[src/rtl/cpu_load_store_unit_if.sv]
// Request/response bus between the load/store unit and the memory controller.
// The LSU drives the request side; the controller answers with stall, ack and extended load data.
interface cpu_load_store_unit_if;
    logic        o_wb_stb;
    logic        o_wb_we;
    logic [31:0] o_wb_addr;
    logic [2:0]  o_sel;
    logic [31:0] o_wb_wdata;
    logic        i_wb_stall;
    logic        i_wb_ack;
    logic [31:0] i_wb_data;

    modport master (
        output o_wb_stb, o_wb_we, o_wb_addr, o_sel, o_wb_wdata,
        input  i_wb_stall, i_wb_ack, i_wb_data
    );

    modport slave (
        input  o_wb_stb, o_wb_we, o_wb_addr, o_sel, o_wb_wdata,
        output i_wb_stall, i_wb_ack, i_wb_data
    );
endinterface

[src/rtl/cpu_load_store_unit.sv]
// Load/store unit: effective address, legality and alignment checks, one bus
// request per micro-op, bus-timeout watchdog and RISC-V exception reporting.
module cpu_load_store_unit #(
    parameter int unsigned TIMEOUT_CYCLES = 255
) (
    input  logic                      i_clk,
    input  logic                      i_reset,
    input  logic                      i_req,
    input  logic                      i_we,
    input  logic [2:0]                i_funct3,
    input  logic [31:0]               i_base,
    input  logic [11:0]               i_imm,
    input  logic [31:0]               i_store_data,
    output logic                      o_busy,
    output logic                      o_done,
    output logic [31:0]               o_rdata,
    output logic                      o_exc_valid,
    output logic [3:0]                o_exc_code,
    output logic [31:0]               o_bad_addr,
    cpu_load_store_unit_if.master     wb
);

    localparam logic [1:0] IDLE  = 2'd0;
    localparam logic [1:0] ISSUE = 2'd1;
    localparam logic [1:0] WAIT  = 2'd2;
    localparam logic [1:0] DONE  = 2'd3;

    localparam logic [15:0] WD_LAST = 16'(TIMEOUT_CYCLES - 1);

    localparam logic [3:0] EXC_ILLEGAL     = 4'd2;
    localparam logic [3:0] EXC_LOAD_MISAL  = 4'd4;
    localparam logic [3:0] EXC_LOAD_FAULT  = 4'd5;
    localparam logic [3:0] EXC_STORE_MISAL = 4'd6;
    localparam logic [3:0] EXC_STORE_FAULT = 4'd7;

    logic [1:0]  state;
    logic [15:0] wd_cnt;
    logic [31:0] eff_addr;
    logic        illegal;
    logic        misaligned;
    logic [31:0] lane_data;

    assign eff_addr = i_base + {{20{i_imm[11]}}, i_imm};

    // Halfwords fault only when they straddle a word boundary; words need natural alignment.
    always_comb begin
        illegal    = 1'b0;
        misaligned = 1'b0;
        lane_data  = i_store_data;
        unique case (i_funct3)
            3'b000: lane_data = {4{i_store_data[7:0]}};
            3'b001: begin
                lane_data  = {2{i_store_data[15:0]}};
                misaligned = (eff_addr[1:0] == 2'b11);
            end
            3'b010: misaligned = (eff_addr[1:0] != 2'b00);
            3'b100: illegal = i_we;
            3'b101: begin
                illegal    = i_we;
                misaligned = (eff_addr[1:0] == 2'b11);
            end
            default: illegal = 1'b1;
        endcase
    end

    // NOTE: sequential state uses non-blocking assignments so every register sees pre-edge values.
    always_ff @(posedge i_clk) begin
        if (i_reset) begin
            state          <= IDLE;
            wd_cnt         <= '0;
            o_busy         <= 1'b0;
            o_done         <= 1'b0;
            o_rdata        <= '0;
            o_exc_valid    <= 1'b0;
            o_exc_code     <= '0;
            o_bad_addr     <= '0;
            wb.o_wb_stb    <= 1'b0;
            wb.o_wb_we     <= 1'b0;
            wb.o_wb_addr   <= '0;
            wb.o_sel       <= '0;
            wb.o_wb_wdata  <= '0;
        end else begin
            o_done <= 1'b0;
            case (state)
                IDLE: begin
                    if (i_req) begin
                        wb.o_wb_addr  <= eff_addr;
                        wb.o_sel      <= i_funct3;
                        wb.o_wb_we    <= i_we;
                        wb.o_wb_wdata <= lane_data;
                        o_busy        <= 1'b1;
                        if (illegal || misaligned) begin
                            o_bad_addr  <= eff_addr;
                            o_exc_code  <= illegal ? EXC_ILLEGAL :
                                           (i_we ? EXC_STORE_MISAL : EXC_LOAD_MISAL);
                            o_exc_valid <= 1'b1;
                            o_done      <= 1'b1;
                            state       <= DONE;
                        end else begin
                            wb.o_wb_stb <= 1'b1;
                            state       <= ISSUE;
                        end
                    end
                end
                ISSUE: begin
                    if (!wb.i_wb_stall) begin
                        wb.o_wb_stb <= 1'b0;
                        wd_cnt      <= '0;
                        state       <= WAIT;
                    end
                end
                WAIT: begin
                    // An ack on the terminal count still completes the op normally.
                    if (wb.i_wb_ack) begin
                        if (!wb.o_wb_we) begin
                            o_rdata <= wb.i_wb_data;
                        end
                        o_done <= 1'b1;
                        state  <= DONE;
                    end else if (wd_cnt == WD_LAST) begin
                        o_exc_code  <= wb.o_wb_we ? EXC_STORE_FAULT : EXC_LOAD_FAULT;
                        o_bad_addr  <= wb.o_wb_addr;
                        o_exc_valid <= 1'b1;
                        o_done      <= 1'b1;
                        state       <= DONE;
                    end else begin
                        wd_cnt <= wd_cnt + 16'd1;
                    end
                end
                DONE: begin
                    o_busy      <= 1'b0;
                    o_exc_valid <= 1'b0;
                    state       <= IDLE;
                end
                default: state <= IDLE;
            endcase
        end
    end

endmodule
[src/flat_wrapper.sv]
// flat-port wrapper written by rule: the top's interface ports become plain ports
module cpu_load_store_unit_flat 
#(
    parameter int unsigned TIMEOUT_CYCLES = 255
)
  (i_clk, i_reset, i_req, i_we, i_funct3, i_base, i_imm, i_store_data, o_busy, o_done, o_rdata, o_exc_valid, o_exc_code, o_bad_addr, wb_o_wb_stb, wb_o_wb_we, wb_o_wb_addr, wb_o_sel, wb_o_wb_wdata, wb_i_wb_stall, wb_i_wb_ack, wb_i_wb_data);
  cpu_load_store_unit_if wb_i ();
  input  logic i_clk;
  input  logic i_reset;
  input  logic i_req;
  input  logic i_we;
  input  logic [2:0] i_funct3;
  input  logic [31:0] i_base;
  input  logic [11:0] i_imm;
  input  logic [31:0] i_store_data;
  output logic o_busy;
  output logic o_done;
  output logic [31:0] o_rdata;
  output logic o_exc_valid;
  output logic [3:0] o_exc_code;
  output logic [31:0] o_bad_addr;
  output wire logic [$bits(wb_i.o_wb_stb)-1:0] wb_o_wb_stb;
  output wire logic [$bits(wb_i.o_wb_we)-1:0] wb_o_wb_we;
  output wire logic [$bits(wb_i.o_wb_addr)-1:0] wb_o_wb_addr;
  output wire logic [$bits(wb_i.o_sel)-1:0] wb_o_sel;
  output wire logic [$bits(wb_i.o_wb_wdata)-1:0] wb_o_wb_wdata;
  input wire logic [$bits(wb_i.i_wb_stall)-1:0] wb_i_wb_stall;
  input wire logic [$bits(wb_i.i_wb_ack)-1:0] wb_i_wb_ack;
  input wire logic [$bits(wb_i.i_wb_data)-1:0] wb_i_wb_data;
  assign wb_o_wb_stb = wb_i.o_wb_stb;
  assign wb_o_wb_we = wb_i.o_wb_we;
  assign wb_o_wb_addr = wb_i.o_wb_addr;
  assign wb_o_sel = wb_i.o_sel;
  assign wb_o_wb_wdata = wb_i.o_wb_wdata;
  assign wb_i.i_wb_stall = wb_i_wb_stall;
  assign wb_i.i_wb_ack = wb_i_wb_ack;
  assign wb_i.i_wb_data = wb_i_wb_data;
  cpu_load_store_unit #(.TIMEOUT_CYCLES(TIMEOUT_CYCLES)) u_core (.i_clk(i_clk), .i_reset(i_reset), .i_req(i_req), .i_we(i_we), .i_funct3(i_funct3), .i_base(i_base), .i_imm(i_imm), .i_store_data(i_store_data), .o_busy(o_busy), .o_done(o_done), .o_rdata(o_rdata), .o_exc_valid(o_exc_valid), .o_exc_code(o_exc_code), .o_bad_addr(o_bad_addr), .wb(wb_i));
endmodule
[config.mk]
export PLATFORM = sky130hd
export DESIGN_NAME = cpu_load_store_unit_flat
export DESIGN_NICKNAME = d
export VERILOG_FILES = /design/src/rtl/cpu_load_store_unit_if.sv /design/src/rtl/cpu_load_store_unit.sv /design/src/flat_wrapper.sv
export SDC_FILE = /design/constraint.sdc
export NUM_CORES = 1
export LEC_CHECK = 0
export BUFFER_PORTS_ARGS = -buffer_cell sky130_fd_sc_hd__buf_4
export CAP_MARGIN = 0
export CELL_PAD_IN_SITES_DETAIL_PLACEMENT = 0
export CELL_PAD_IN_SITES_GLOBAL_PLACEMENT = 1
export CORE_UTILIZATION = 40
export CTS_CLUSTER_SIZE = 28
export DETAILED_ROUTE_END_ITERATION = 10
export HOLD_SLACK_MARGIN = 0.08
export PLACE_DENSITY_LB_ADDON = 0.15
export SYNTH_ARGS = -nofsm -noshare
export SYNTH_HDL_FRONTEND = slang
export SYNTH_SLANG_ARGS = --single-unit
export TNS_END_PERCENT = 10
[constraint.sdc]
create_clock -name i_clk -period 5.4 [get_ports i_clk]
set_clock_uncertainty 0.1 [all_clocks]
set_input_delay 0.54 -clock i_clk [delete_from_list [all_inputs] [get_ports i_clk]]
set_output_delay 0.54 -clock i_clk [all_outputs]
set_load 0.1 [all_outputs]
==> flow_metrics.env, run 1 <==
export IMPL_power_w=0.00642
export IMPL_final_nets=1393
export IMPL_synth_edf_count=0
export IMPL_syn_area_sq_um=8090
export IMPL_seq_area_frac_synth_pct=38.9
export IMPL_synth_cells=1025
export IMPL_io_buffers=255
export IMPL_die_w_um=144
export IMPL_wl_mm=25.7
export IMPL_antenna_found_initial=0
export IMPL_cts_sinks=157
export IMPL_use_met1_pct=31.5
export IMPL_cts_resized=0
export IMPL_first_pass_iters=4
export IMPL_fp_dieH_um=144
export IMPL_power_density_nw_per_um2=596
export IMPL_htree_levels=4
export IMPL_tightest_slew_ps=1080
export IMPL_yosysWarnings=0
export IMPL_grt_pass1_vias=7262
export IMPL_initial_core_util_pct=41.2
export IMPL_outcome="completed"
export IMPL_fp_row_count=51
export IMPL_drt_wirelength_per_cell_um=17.0
export IMPL_final_period_utilization_pct=61.8
export IMPL_p_leak_nw=4.61
export IMPL_via_per_inst=5.26
export IMPL_drt_drc_violations_left=0
export IMPL_grt_pass1_wl_mm=39.1
export IMPL_clk_latency_ps=430
export IMPL_synth_distinct_cells=64
export IMPL_clk_pin_slew_ps=70
export IMPL_syn_avg_cell_area_sq_um=7.89
export IMPL_critPathKind="in2reg"
export IMPL_postCtsSetupBuffers=0
export IMPL_area_growth_pct=33.1
export IMPL_ys_flop_type="dfxtp_1"
export IMPL_final_hold_viol_count=0
export IMPL_maxSlewHeadroom_pct=27.4
export IMPL_crit_fanout=38
export IMPL_maxCapViolations=0
export IMPL_hpwl_mm=18.5
export IMPL_first_iter_violations=491
export IMPL_hold_ws_ps=253
export IMPL_cts_buffer_depth=2
export IMPL_yosys_area_top_type_share_pct=38.9
export IMPL_gp_congestion=0.826
export IMPL_synth_area_leader_cell="dfxtp_1"
export IMPL_diodes=0
export IMPL_end_kind="flop"
export IMPL_vdd_ir_drop_max_mv=0.350
export IMPL_syn_num_nets=1180
export IMPL_drive_gt1_share_pct=25.3
export IMPL_cts_tree="built"
export IMPL_cts_inserted_buffers=17
export IMPL_final_min_clock_period_ps=3340
export IMPL_yosys_top_cells_area="dfxtp_1 39%, nand2_1 9.7%, a21oi_1 8.3%"
export IMPL_final_setup_tns_ps=0
export IMPL_hold_class="in2reg"
export IMPL_ys_ff_latch=157
export IMPL_core_area_sq_um=19700
export IMPL_drv_slew=0
export IMPL_cts_root_buf="clkbuf_16"
export IMPL_critPathRequiredTime_ps=5620
export IMPL_rsz0062_at_grt="false"
export IMPL_setup_viol=0
export IMPL_vias=7979
export IMPL_ys_async_sr_fraction_pct=0
export IMPL_met2_usage_pct=41.4
export IMPL_ioPinCount=257
export IMPL_grt_max_degree=73
export IMPL_cts_hold_buffers=0
export IMPL_antenna_left=0
export IMPL_fillers=1933
export IMPL_worstPathArrival_ps=3560
export IMPL_dieArea_sq_um=20800
export IMPL_overflow=0
export IMPL_grt_usage_pct=24.3
export IMPL_busiest_layer="met2"
export IMPL_critPathLaunchType="input pin"
export IMPL_fmax_ghz=0.300
export IMPL_met3_usage_pct=4.47
cells in the mapped netlist, types with 7 or more instances:
library cell,number
o211ai_1,18
dfxtp_1,157
a21o_1,13
xor2_1,19
nand3_1,20
buf_2,7
nand2_1,208
a31oi_1,9
clkbuf_1,60
a211oi_1,19
a21oi_1,134
ha_1,37
o21ai_0,45
nor2_1,89
nand4_1,11
inv_1,20
xnor2_1,22
a311oi_1,18
nor3_1,11
mux2i_1,22
placed cells by master (no fill, tap or decap), drive strengths merged, types with 6 or more instances in the layout:
master / instances
a21o: 13
xnor2: 22
nor2: 89
a21oi: 135
xor2: 19
buf: 265
a211oi: 19
nand3: 20
o211ai: 19
nor3: 12
nand2b: 6
a31oi: 9
inv: 27
nand4: 11
dfxtp: 157
nand2: 208
ha: 37
and3: 6
a311oi: 18
o21ai: 47
clkbuf: 17
mux2i: 22
layer usage:
metal	part of all wire, %	routed length [um]
met1	45	11600
met2	49	12500
met3	5.0	1300
met4	0.88	226
met5	0	0
path summary, 6_finish.rpt:
path	from	end	slack [ps]	cells after the start
setup / recovery	i_base[0]	u_core.o_bad_addr[8]	2060	11
hold / removal	wb_i_wb_data[29]	u_core.o_rdata[29]	250	3
setup reg to reg	u_core.wd_cnt[1]	u_core.o_bad_addr[8]	2320	9
hold reg to reg	u_core.wb.o_wb_wdata[26]	u_core.wb.o_wb_wdata[26]	350	2
report_power, final:
group	internal (W)	switching [W]	leakage [nW]
Sequential	0.00142	0.000182	1.29
Combinational	0.000779	0.00277	3.03
Clock	0.000736	0.000521	0.300
Total	0.00294	0.00348	4.61
state kept, by name (all words and copies together) (netlist names):
name and cells:
u_core.wb.o_wb_addr 32, u_core.o_bad_addr 32, u_core.wb.o_wb_we 1, u_core.wb.o_wb_wdata 32
u_core.wb.o_sel 3, u_core.o_rdata 32, u_core.wb.o_wb_stb 1, u_core.state 2
u_core.o_done 1, u_core.o_busy 1, u_core.o_exc_valid 1, u_core.wd_cnt 16
u_core.o_exc_code 3
logic make-up after synthesis:
family                   Yosys count  share of synthesized area (%)
AND/OR/NAND/NOR                  371                           19.2
AO/OA/AOI/OAI                    302                           24.1
multiplexers                      23                           2.86
other                              1                         0.0464
XOR/XNOR                          41                           4.44
buffers and inverters             92                           4.47
flip-flops                       157                           38.9
adder cells (fa/ha/maj)           38                           5.97
area by class of cell:
class | instances | area, sq um | area share, %
Tap cell | 265 | 332 | 3.08
Timing Repair Buffer | 265 | 1990 | 18.5
Multi-Input combinational cell | 776 | 4610 | 42.9
Sequential cell | 157 | 3140 | 29.2
Clock inverter | 15 | 183 | 1.70
Clock buffer | 17 | 425 | 3.95
Inverter | 21 | 78.8 | 0.732
per-stage QoR:
stage	area (sq um)	utilization [%]	cells	worst slack, ps
after global routing	10800	54.8	1516	1820
after detailed placement	10200	51.7	1484	1640
after CTS	10800	54.8	1516	2090
after floorplan	8090	-	1025	2310
final	10800	54.8	1516	2060
after global placement	10200	51.7	1484	1730
critical path, cell delays in order:
cell and delay [ps]:
buf_4 110, ha_1 230, fa_1 560, a21oi_1 90
o211a_1 260, o21ai_0 140, and2_1 390, a21boi_4 430
buf_4 430, nor2_1 80, a311oi_1 270
(Power assumes the default switching activity.)
==> inputs of run 2 (changes only) <==
Settings changed: CORE_UTILIZATION 40 to 33.
Clock period 5.4 ns to 2.81 ns, I/O delays scaled along.
==> flow_metrics.env, run 2 (same netlist as run 1, synthesis figures left out) <==
export IMPL_outcome="completed"
export IMPL_drt_drc_violations_left=0
export IMPL_cts_root_buf="clkbuf_16"
export IMPL_diodes=0
export IMPL_instances_no_fill=1691
export IMPL_grt_pass1_wl_mm=41.4
export IMPL_cts_sinks=157
export IMPL_maxCapViolations=0
export IMPL_fp_dieH_um=159
export IMPL_gp_congestion=0.888
export IMPL_area_growth_pct=47.9
export IMPL_final_period_utilization_pct=97.1
export IMPL_via_per_inst=4.96
export IMPL_stdcell_area_sq_um=12000
export IMPL_first_pass_iters=4
export IMPL_postLayoutCoreUtil_pct=50.4
export IMPL_critPathLaunchType="input pin"
export IMPL_wl_mm=27.4
export IMPL_p_leak_nw=5.20
export IMPL_maxSlewHeadroom_pct=41.1
export IMPL_grt_usage_pct=21.4
export IMPL_layout_common_cells="326 x buf_4, 207 x nand2_1, 157 x dfxtp_1, 134 x a21oi_1, 88 x nor2_1"
export IMPL_clk_pin_slew_ps=80
export IMPL_vdd_ir_drop_max_mv=0.616
export IMPL_fillers=2339
export IMPL_crit_fanout=2
export IMPL_regArea_sq_um=3140
export IMPL_placed_cells=1603
export IMPL_critPathKind="in2reg"
export IMPL_clk_latency_ps=420
export IMPL_fmax_ghz=0.366
export IMPL_worstPathArrival_ps=2970
export IMPL_cts_inserted_buffers=17
export IMPL_multi_input_area_sq_um=4620
export IMPL_dieArea_sq_um=25100
export IMPL_ioPinCount=257
export IMPL_overflow=0
export IMPL_vias=8380
export IMPL_end_kind="flop"
export IMPL_power_density_nw_per_um2=1080
export IMPL_final_min_clock_period_ps=2730
export IMPL_hpwl_mm=19.7
export IMPL_drt_wirelength_per_cell_um=16.2
export IMPL_die_w_um=159
export IMPL_final_common_cell="buf_4"
export IMPL_core_area_sq_um=23800
export IMPL_antenna_found_initial=0
export IMPL_fp_row_count=56
export IMPL_drive_gt1_share_pct=28.0
export IMPL_setup_viol=0
export IMPL_postCtsSetupBuffers=0
export IMPL_first_iter_violations=404
export IMPL_grt_pass1_vias=7850
export IMPL_htree_levels=4
export IMPL_io_buffers=255
export IMPL_dpl_cell_area_sq_um=10800
export IMPL_drv_slew=0
export IMPL_final_hold_viol_count=0
export IMPL_rsz0062_at_grt="false"
export IMPL_grt_max_degree=81
export IMPL_antenna_left=0
export IMPL_initial_core_util_pct=34.1
export IMPL_cts_buffer_depth=2
export IMPL_critPathRequiredTime_ps=3050
export IMPL_hold_class="in2reg"
export IMPL_final_nets=1514
export IMPL_tightest_slew_ps=884
export IMPL_cts_tree="built"
run 2: final timing paths:
path | from | to | slack (ps) | depth (start not counted)
setup / recovery | i_base[0] | u_core.o_bad_addr[30] | 80 | 11
hold / removal | i_store_data[16] | u_core.wb.o_wb_wdata[16] | 90 | 3
setup reg to reg | u_core.wd_cnt[0] | u_core.wd_cnt[10] | 290 | 9
hold reg to reg | u_core.o_bad_addr[7] | u_core.o_bad_addr[7] | 350 | 2
run 2: critical path: stages:
cell,delay [ps]
buf_4,110
ha_1,220
fa_2,350
a211oi_2,270
o211ai_1,190
a41oi_2,310
o2111ai_1,270
nand2_1,180
o221ai_1,160
mux2_1,350
o41ai_2,270
run 2: layout make-up:
| class | count | area share, % |
|---|---|---|
| multi-input combinational | 776 | 38.6 |
| sequential | 157 | 26.3 |
| timing repair buffer | 386 | 25.8 |
| clock buffer | 18 | 3.67 |
| tap | 319 | 3.34 |
| clock inverter | 14 | 1.62 |
| inverter | 21 | 0.659 |
run 2: routing by layer:
layer	vias to the layer above	global-route usage [%]	part of all wire (%)
li1	4258	-	-
met1	3896	27.4	46
met2	187	35.8	48
met3	39	3.67	4.1
met4	0	8.06	2.6
met5	-	0	0
run 2: report_power, final:
part / total (W) / leakage [nW] / internal [W] / switching [W]
Combinational: 0.00733 / 3.60 / 0.00187 / 0.00546
Clock: 0.00252 / 0.313 / 0.00147 / 0.00106
Sequential: 0.00306 / 1.29 / 0.00274 / 0.000326
run 2: through the flow:
stage / setup TNS (ps) / setup WS [ps] / hold WS [ps] / power [W]
final: 0 / 81.3 / 93.7 / 0.0129
after detailed placement: -1830 / -327 / 347 / 0.0104
after floorplan: 0 / 34.3 / 317 / 0.00837
after CTS: 0 / 126 / 86.4 / 0.0130
after global placement: -1200 / -262 / 340 / 0.0104
after global routing: 0 / 13.7 / 97.1 / 0.0135
run 2: timing repair:
item | 4_1_cts | 5_1_grt
gates resized for setup | 0 | 0
hold buffers | 56 | 0
hold endpoints to repair | 57 | 0
==> inputs of run 3 (changes only) <==
Settings changed: CORE_UTILIZATION 33 to 37.
Clock period 2.81 ns to 2.6 ns, I/O delays scaled along.
==> flow_metrics.env, run 3 (same netlist as run 1, synthesis figures left out) <==
export IMPL_cts_root_buf="clkbuf_16"
export IMPL_io_buffers=255
export IMPL_antenna_left=0
export IMPL_wl_mm=26.9
export IMPL_cts_buffer_depth=2
export IMPL_maxSlewHeadroom_pct=52.5
export IMPL_p_leak_nw=5.24
export IMPL_cts_tree="built"
export IMPL_outcome="completed"
export IMPL_fp_dieH_um=150
export IMPL_final_min_clock_period_ps=2510
export IMPL_fmax_ghz=0.399
export IMPL_final_hold_viol_count=0
export IMPL_grt_max_degree=133
export IMPL_initial_core_util_pct=38.1
export IMPL_final_nets=1526
export IMPL_rrSetupSlack_ps=190
export IMPL_maxCapViolations=0
export IMPL_clk_latency_ps=420
export IMPL_ioPinCount=257
export IMPL_cts_inserted_buffers=17
export IMPL_drt_wirelength_per_cell_um=16.3
export IMPL_htree_levels=4
export IMPL_rsz0062_at_grt="false"
export IMPL_grt_pass1_wl_mm=41.3
export IMPL_vias=8432
export IMPL_drt_drc_violations_left=0
export IMPL_gp_congestion=0.883
export IMPL_final_common_cell="buf_4"
export IMPL_overflow=0
export IMPL_vdd_ir_drop_max_mv=0.529
export IMPL_final_period_utilization_pct=96.4
export IMPL_layout_common_cells="334 x buf_4, 207 x nand2_1, 156 x dfxtp_1, 134 x a21oi_1, 88 x nor2_1"
export IMPL_grt_usage_pct=23.5
export IMPL_dieArea_sq_um=22500
export IMPL_hold_class="in2reg"
export IMPL_critPathRequiredTime_ps=2830
export IMPL_diodes=0
export IMPL_via_per_inst=5.09
export IMPL_power_density_nw_per_um2=1150
export IMPL_first_pass_iters=5
export IMPL_cts_sinks=157
export IMPL_first_iter_violations=382
export IMPL_critPathLaunchType="input pin"
export IMPL_fp_row_count=53
export IMPL_postLayoutCoreUtil_pct=56.6
export IMPL_crit_fanout=3
export IMPL_drv_slew=0
export IMPL_end_kind="flop"
export IMPL_drive_gt1_share_pct=28.7
export IMPL_setup_viol=0
export IMPL_worstPathArrival_ps=2740
export IMPL_hold_ws_ps=98.0
export IMPL_grt_pass1_vias=8096
export IMPL_core_area_sq_um=21200
export IMPL_critPathKind="in2reg"
export IMPL_die_w_um=150
export IMPL_hpwl_mm=18.8
export IMPL_clk_pin_slew_ps=60
export IMPL_tightest_slew_ps=712
export IMPL_area_growth_pct=48.5
export IMPL_antenna_found_initial=0
-- run 3: changes by cell type in the layout (fill, tap and decap cells not counted), moves of 2 or more --
cell,previous run,this run
dlygate4sd3_1,56,59
inv_8,3,0
o21ai_1,2,4
o21ai_0,45,43
clkinvlp_4,0,3
clkinv_2,0,2
buf_4,326,334
inv_6,8,3
clkinv_4,0,2
-- run 3: routing by layer --
layer	GRT usage [%]	vias up	part of all wire, %
li1	-	4283	-
met1	29.5	3899	46
met3	3.57	36	3.8
met5	0	-	0
met4	7.88	0	2.0
met2	40.6	214	49
-- run 3: what timing repair did --
action | CTS | global route
pin swaps | 0 | 1
endpoints found under the setup margin | 1 | 41
resized for setup | 1 | 5
endpoints found under the hold margin | 59 | 0
hold buffers | 59 | 0
buffers inserted | 0 | 2
gates cloned | 0 | 1
-- run 3: final timing paths --
path                       from                       end  depth (start not counted)
min reg2reg  u_core.o_rdata[21]        u_core.o_rdata[21]                          2
max reg2reg    u_core.wd_cnt[0]         u_core.wd_cnt[10]                          9
max                   i_base[0]     u_core.o_bad_addr[30]                         11
min            i_store_data[11]  u_core.wb.o_wb_wdata[11]                          3
-- run 3: power by group --
group | switching [W] | internal [W] | leakage [nW]
Clock | 0.00104 | 0.00151 | 0.282
Combinational | 0.00594 | 0.00204 | 3.68
Sequential | 0.000348 | 0.00296 | 1.29
-- run 3: layout make-up --
class	instances	area, sq um
fill	2018	9210
sequential	157	3140
timing repair buffer	398	3200
inverter	21	78.8
clock inverter	13	166
multi-input combinational	776	4650
tap	275	344
clock buffer	17	425
-- run 3: worst max-delay path, stage by stage --
cell       delay, ps
buf_4            110
ha_2             190
fa_2             370
a211oi_2         220
o211ai_1         210
a41oi_2          340
o2111ai_1        210
nand2_1          150
o221ai_2         120
mux2_4           320
o41ai_2          250
-- run 3: metrics by stage --
step	TNS, ps	cells	total power [W]	setup slack (ps)	instance area (sq um)
2_1_floorplan	-5.43	1025	0.00907	-5.43	8120
3_3_place_gp	-5760	1565	0.0111	-319	10800
3_5_place_dp	-7710	1565	0.0111	-476	10800
4_1_cts	0	1654	0.0138	29.1	12000
5_1_grt	0	1657	0.0145	14.5	12000
6_report	0	1657	0.0138	92.7	12000
